[src/rtl/crotchet_sequencer.sv]
// Tempo-driven crotchet sequencer: a frame-rate phase accumulator produces beat
// events that step through an optional count-in and then the crotchet play index.
module crotchet_sequencer #(
  parameter int PHASE_W        = 12,
  parameter int COUNT_IN_BEATS = 4,
  parameter int LAST_CROTCHET  = 103
) (
  input  logic               clk,
  input  logic               rst_n,
  input  logic               frame_pulse,
  input  logic               start,
  input  logic               stop,
  input  logic               pause,
  input  logic               loop_en,
  input  logic [PHASE_W-1:0] tempo_inc,
  output logic [6:0]         crotchet,
  output logic               crotchet_pulse,
  output logic               count_in_pulse,
  output logic               running,
  output logic               done
);

  localparam int CNT_W = $clog2(COUNT_IN_BEATS + 2);
  localparam logic [CNT_W-1:0] CNT_LAST = CNT_W'(COUNT_IN_BEATS);
  localparam logic [6:0]       CROT_LAST = 7'(LAST_CROTCHET);

  typedef enum logic [1:0] {
    ST_IDLE     = 2'd0,
    ST_COUNT_IN = 2'd1,
    ST_PLAY     = 2'd2,
    ST_DONE     = 2'd3
  } state_t;

  state_t             state_q, state_d;
  logic [PHASE_W-1:0] acc_q, acc_d;
  logic [CNT_W-1:0]   cnt_q, cnt_d;
  logic [6:0]         crotchet_q, crotchet_d;
  logic               crotchet_pulse_q, crotchet_pulse_d;
  logic               count_in_pulse_q, count_in_pulse_d;
  logic               running_q, running_d;
  logic               done_q, done_d;
  logic [PHASE_W:0]   sum_s;
  logic               advance_s;

  // Next-state, accumulator, counters and pulse generation.
  always_comb begin
    state_d          = state_q;
    acc_d            = acc_q;
    cnt_d            = cnt_q;
    crotchet_d       = crotchet_q;
    crotchet_pulse_d = 1'b0;
    count_in_pulse_d = 1'b0;
    advance_s        = frame_pulse & ~pause;
    sum_s            = {1'b0, acc_q} + {1'b0, tempo_inc};

    if (stop) begin
      state_d    = ST_IDLE;
      acc_d      = '0;
      cnt_d      = '0;
      crotchet_d = 7'd0;
    end else begin
      case (state_q)
        ST_IDLE, ST_DONE: begin
          if (start) begin
            acc_d      = '0;
            cnt_d      = '0;
            crotchet_d = 7'd0;
            if (COUNT_IN_BEATS > 0) begin
              state_d = ST_COUNT_IN;
            end else begin
              state_d          = ST_PLAY;
              crotchet_pulse_d = 1'b1;
            end
          end else begin
            state_d = state_q;
          end
        end
        ST_COUNT_IN: begin
          if (advance_s) begin
            acc_d = sum_s[PHASE_W-1:0];
            // Carry out of the accumulator is the beat; the beat after the last count-in starts play.
            if (sum_s[PHASE_W] && (cnt_q == CNT_LAST)) begin
              state_d          = ST_PLAY;
              cnt_d            = '0;
              crotchet_d       = 7'd0;
              crotchet_pulse_d = 1'b1;
            end else if (sum_s[PHASE_W]) begin
              cnt_d            = cnt_q + CNT_W'(1);
              count_in_pulse_d = 1'b1;
            end else begin
              cnt_d = cnt_q;
            end
          end else begin
            acc_d = acc_q;
          end
        end
        ST_PLAY: begin
          if (advance_s) begin
            acc_d = sum_s[PHASE_W-1:0];
            if (sum_s[PHASE_W]) begin
              if (crotchet_q < CROT_LAST) begin
                crotchet_d       = crotchet_q + 7'd1;
                crotchet_pulse_d = 1'b1;
              end else if (loop_en) begin
                crotchet_d       = 7'd0;
                crotchet_pulse_d = 1'b1;
              end else begin
                state_d = ST_DONE;
              end
            end else begin
              crotchet_d = crotchet_q;
            end
          end else begin
            acc_d = acc_q;
          end
        end
        default: begin
          state_d    = ST_IDLE;
          acc_d      = '0;
          cnt_d      = '0;
          crotchet_d = 7'd0;
        end
      endcase
    end

    running_d = (state_d == ST_COUNT_IN) || (state_d == ST_PLAY);
    done_d    = (state_d == ST_DONE);
  end

  // State and registered outputs.
  always_ff @(posedge clk or negedge rst_n) begin
    if (!rst_n) begin
      state_q          <= ST_IDLE;
      acc_q            <= '0;
      cnt_q            <= '0;
      crotchet_q       <= 7'd0;
      crotchet_pulse_q <= 1'b0;
      count_in_pulse_q <= 1'b0;
      running_q        <= 1'b0;
      done_q           <= 1'b0;
    end else begin
      state_q          <= state_d;
      acc_q            <= acc_d;
      cnt_q            <= cnt_d;
      crotchet_q       <= crotchet_d;
      crotchet_pulse_q <= crotchet_pulse_d;
      count_in_pulse_q <= count_in_pulse_d;
      running_q        <= running_d;
      done_q           <= done_d;
    end
  end

  assign crotchet       = crotchet_q;
  assign crotchet_pulse = crotchet_pulse_q;
  assign count_in_pulse = count_in_pulse_q;
  assign running        = running_q;
  assign done           = done_q;

endmodule

[config.mk]
export PLATFORM = sky130hd
export DESIGN_NAME = crotchet_sequencer
export DESIGN_NICKNAME = d
export VERILOG_FILES = /design/src/rtl/crotchet_sequencer.sv
export SDC_FILE = /design/constraint.sdc
export NUM_CORES = 1
export LEC_CHECK = 0
export ABC_AREA = 1
export BUFFER_PORTS_ARGS = -buffer_cell sky130_fd_sc_hd__buf_4
export CAP_MARGIN = 30
export CELL_PAD_IN_SITES_DETAIL_PLACEMENT = 1
export CELL_PAD_IN_SITES_GLOBAL_PLACEMENT = 1
export CORE_ASPECT_RATIO = 1.4
export CORE_UTILIZATION = 42
export DETAILED_ROUTE_END_ITERATION = 8
export PLACE_DENSITY_LB_ADDON = 0.1
export SLEW_MARGIN = 25
export SYNTH_ARGS = -nofsm -noshare
export SYNTH_HDL_FRONTEND = slang
export SYNTH_SLANG_ARGS = --single-unit
[constraint.sdc]
create_clock -name clk -period 2.33 [get_ports clk]
set_input_delay 0.466 -clock clk [delete_from_list [all_inputs] [get_ports clk]]
set_output_delay 0.466 -clock clk [all_outputs]
set_load 0.03 [all_outputs]
==> results.json <==
{
  "cp-start-kind": "flop",
  "synthesis.area_um2": 2070,
  "globalplace.congestion": 0.840,
  "vias_per_cell": 5.24,
  "core_um2": 4640,
  "grt_util_met2_pct": 44.6,
  "num_antenna_cells": 0,
  "layout-drive-gt1-share_pct": 19.2,
  "io_buffers": 29,
  "ff2ff_path_depth": 15,
  "tns_ns": 0,
  "syn_nets": 315,
  "final_area_um2": 2490,
  "worstHoldPathType": "in -> async",
  "cts.sinks": 28,
  "timing.final.crit_share_pct": 92.9,
  "crit_required_ns": 2.50,
  "leakage_nw": 1.33,
  "start_util_pct": 44.5,
  "cts_made_buffers": 3,
  "finalMaxSlewViolations": 0,
  "worst-endpoint-arrival_ns": 2.34,
  "avgSynthCellArea_um2": 7.46,
  "max_clock_freq_mhz": 462,
  "antenna_found_initial": 0,
  "nNetsFinal": 356,
  "grt_pass1_wl_um": 9370,
  "grt_start_max_net_pins": 29,
  "multi_input_area_um2": 1230,
  "ir_drop_uv": 312,
  "ys_seq_area_share_pct": 33.9,
  "crit_path_end_kind": "flop",
  "rsz0062_at_grt": "no",
  "drc_errors": 0,
  "wl_per_cell_um": 14.7,
  "met3_usage_pct": 2.13,
  "reg2reg_from": "acc_q[0]$_DFFE_PN0P_",
  "cts_max_level": 1,
  "fillers": 630,
  "clk_pin_slew_ns": 0.10,
  "vias": 1986,
  "fp-row-count": 29,
  "fp.dieW_um": 61.3,
  "grt_use_total_pct": 23.6,
  "cp_max_fo": 4,
  "grt_pass1_vias": 2119,
  "place_ws_ns": -0.0282,
  "wirelength_um": 5580,
  "cap_viol_max_count": 0,
  "cts_tree": "yes",
  "finalWorstSetupSlack_ns": 0.165,
  "area_growth_pct": 20.5,
  "ant_nets": 0,
  "dp_hpwl_um": 4230,
  "cts_buffer_depth": 2,
  "power_density_nw_per_um2": 683,
  "yosys_warnings": 0,
  "grt.met1_usage_pct": 26.4,
  "drt_iter0_drc": 56,
  "crit_type": "reg -> reg",
  "final_common_cell": "nand2_1",
  "reg2reg_to": "running$_DFF_PN0_",
  "max_slew.worst_pin.slew_ns": 0.388,
  "setup_viol": 0,
  "reg2reg_slack_ns": 0.17,
  "dieArea_um2": 5210,
  "skew_ns": 0.00607,
  "slew_headroom_pct": 74.1,
  "grt-ovfl-total": 0,
  "clk_latency_ns": 0.29,
  "die_y_um": 85.0,
  "io_pins": 30,
  "synthCells": 277,
  "cts-root-buf": "clkbuf_8",
  "place_area_um2": 2400,
  "hold_violations": 0,
  "firstDrtPassIters": 4,
  "synth.distinct_cells": 31,
  "seqCellArea_um2": 701,
  "final_cell_mix": "nand2_1, buf_4, inv_1",
  "busiest_layer": "met2",
  "status": "finished clean",
  "layout_min_cycle_time_ns": 2.16,
  "ys_seq_elements": 28
}
[routing by layer]
layer / wire, um / share of wire [%]
met5: 0 / 0
met4: 138 / 2.5
met3: 98 / 1.8
met2: 3060 / 55
met1: 2280 / 41
[how the worst max path moves through the flow]
| stage | start | end |
|---|---|---|
| after floorplan | tempo_inc[0] | running$_DFF_PN0_ |
| after global placement | tempo_inc[0] | running$_DFF_PN0_ |
| after detailed placement | tempo_inc[0] | running$_DFF_PN0_ |
| after CTS | acc_q[0]$_DFFE_PN0P_ | running$_DFF_PN0_ |
| after global routing | acc_q[0]$_DFFE_PN0P_ | running$_DFF_PN0_ |
| final | acc_q[0]$_DFFE_PN0P_ | running$_DFF_PN0_ |
[cell usage after synthesis (all sizes together)]
| cell type | instances | area share, % |
|---|---|---|
| nand2 | 82 | 16 |
| inv | 38 | 6.9 |
| dfrtp | 28 | 34 |
| nor2 | 25 | 4.7 |
| o21ai | 21 | 5.1 |
| a21oi | 19 | 4.6 |
| ha | 18 | 11 |
| nand3 | 14 | 5.8 |
| nand4 | 11 | 3.3 |
| or2 | 3 | 0.91 |
| a32o | 2 | 0.97 |
| buf | 2 | 0.79 |
| o21a | 2 | 0.73 |
| xnor2 | 2 | 0.85 |
| a22o | 1 | 0.42 |
| a31oi | 1 | 1.0 |
| fa | 1 | 0.97 |
| nand3b | 1 | 0.36 |
| nor3 | 1 | 0.24 |
| nor3b | 1 | 0.36 |
| o211ai | 1 | 0.36 |
| o21bai | 1 | 0.36 |
| o31ai | 1 | 0.36 |
| xor2 | 1 | 0.42 |
[layout make-up]
type,instances,area share [%]
timing repair buffer,38,11.5
sequential,28,28.2
multi-input combinational,209,49.3
inverter,38,5.73
tap,62,3.12
clock buffer,4,2.21
[sequential cells by signal, summed over array words and instances (netlist names)]
register,cells
acc_q,12
crotchet,7
cnt_q,3
state_q,2
count_in_pulse,1
crotchet_pulse,1
done,1
running,1
[logic make-up (layout without fill, tap and decap cells)]
family                   Yosys count  count (layout)  share of synthesized area [%]
adder cells (fa/ha/maj)           19              19                           11.9
flip-flops                        28              28                           33.9
AND/OR/NAND/NOR                  138             138                           31.3
XOR/XNOR                           3               3                           1.27
AO/OA/AOI/OAI                     49              49                           13.9
buffers and inverters             40              80                           7.69
[where the power goes]
| group | internal (W) | switching [W] |
|---|---|---|
| clock | 0.000152 | 0.000172 |
| combinational | 0.000276 | 0.000518 |
| sequential | 0.000540 | 0.0000405 |
| total | 0.000969 | 0.000731 |
[worst max-delay path, cell delays in order (launching register included)]
cell and delay (ns):
dfrtp_1 0.37, ha_2 0.19, inv_1 0.07, fa_2 0.34, inv_2 0.07, nand3_1 0.07
nand2_1 0.09, nand2_1 0.09, nand3_4 0.09, nand2_1 0.07, nand2_1 0.06, nand2_1 0.05
nand2_1 0.07, nor2_1 0.04, nor2_1 0.13, ha_1 0.26
[what timing repair did]
action | in CTS | in global routing
resized for setup | 0 | 7
setup endpoints to repair | 0 | 3
hold buffers | 0 | 0
buffers inserted | 0 | 2
[through the flow]
stage | total power, W | hold WS [ns] | util (%) | cells
2_1_floorplan | 0.00111 | 0.170 | - | 277
3_3_place_gp | 0.00133 | 0.417 | 51.6 | 373
3_5_place_dp | 0.00135 | 0.419 | 51.6 | 373
4_1_cts | 0.00168 | 0.104 | 52.8 | 377
5_1_grt | 0.00182 | 0.110 | 53.6 | 379
6_report | 0.00170 | 0.0872 | 53.6 | 379
Power figures use the tool's default switching activity.
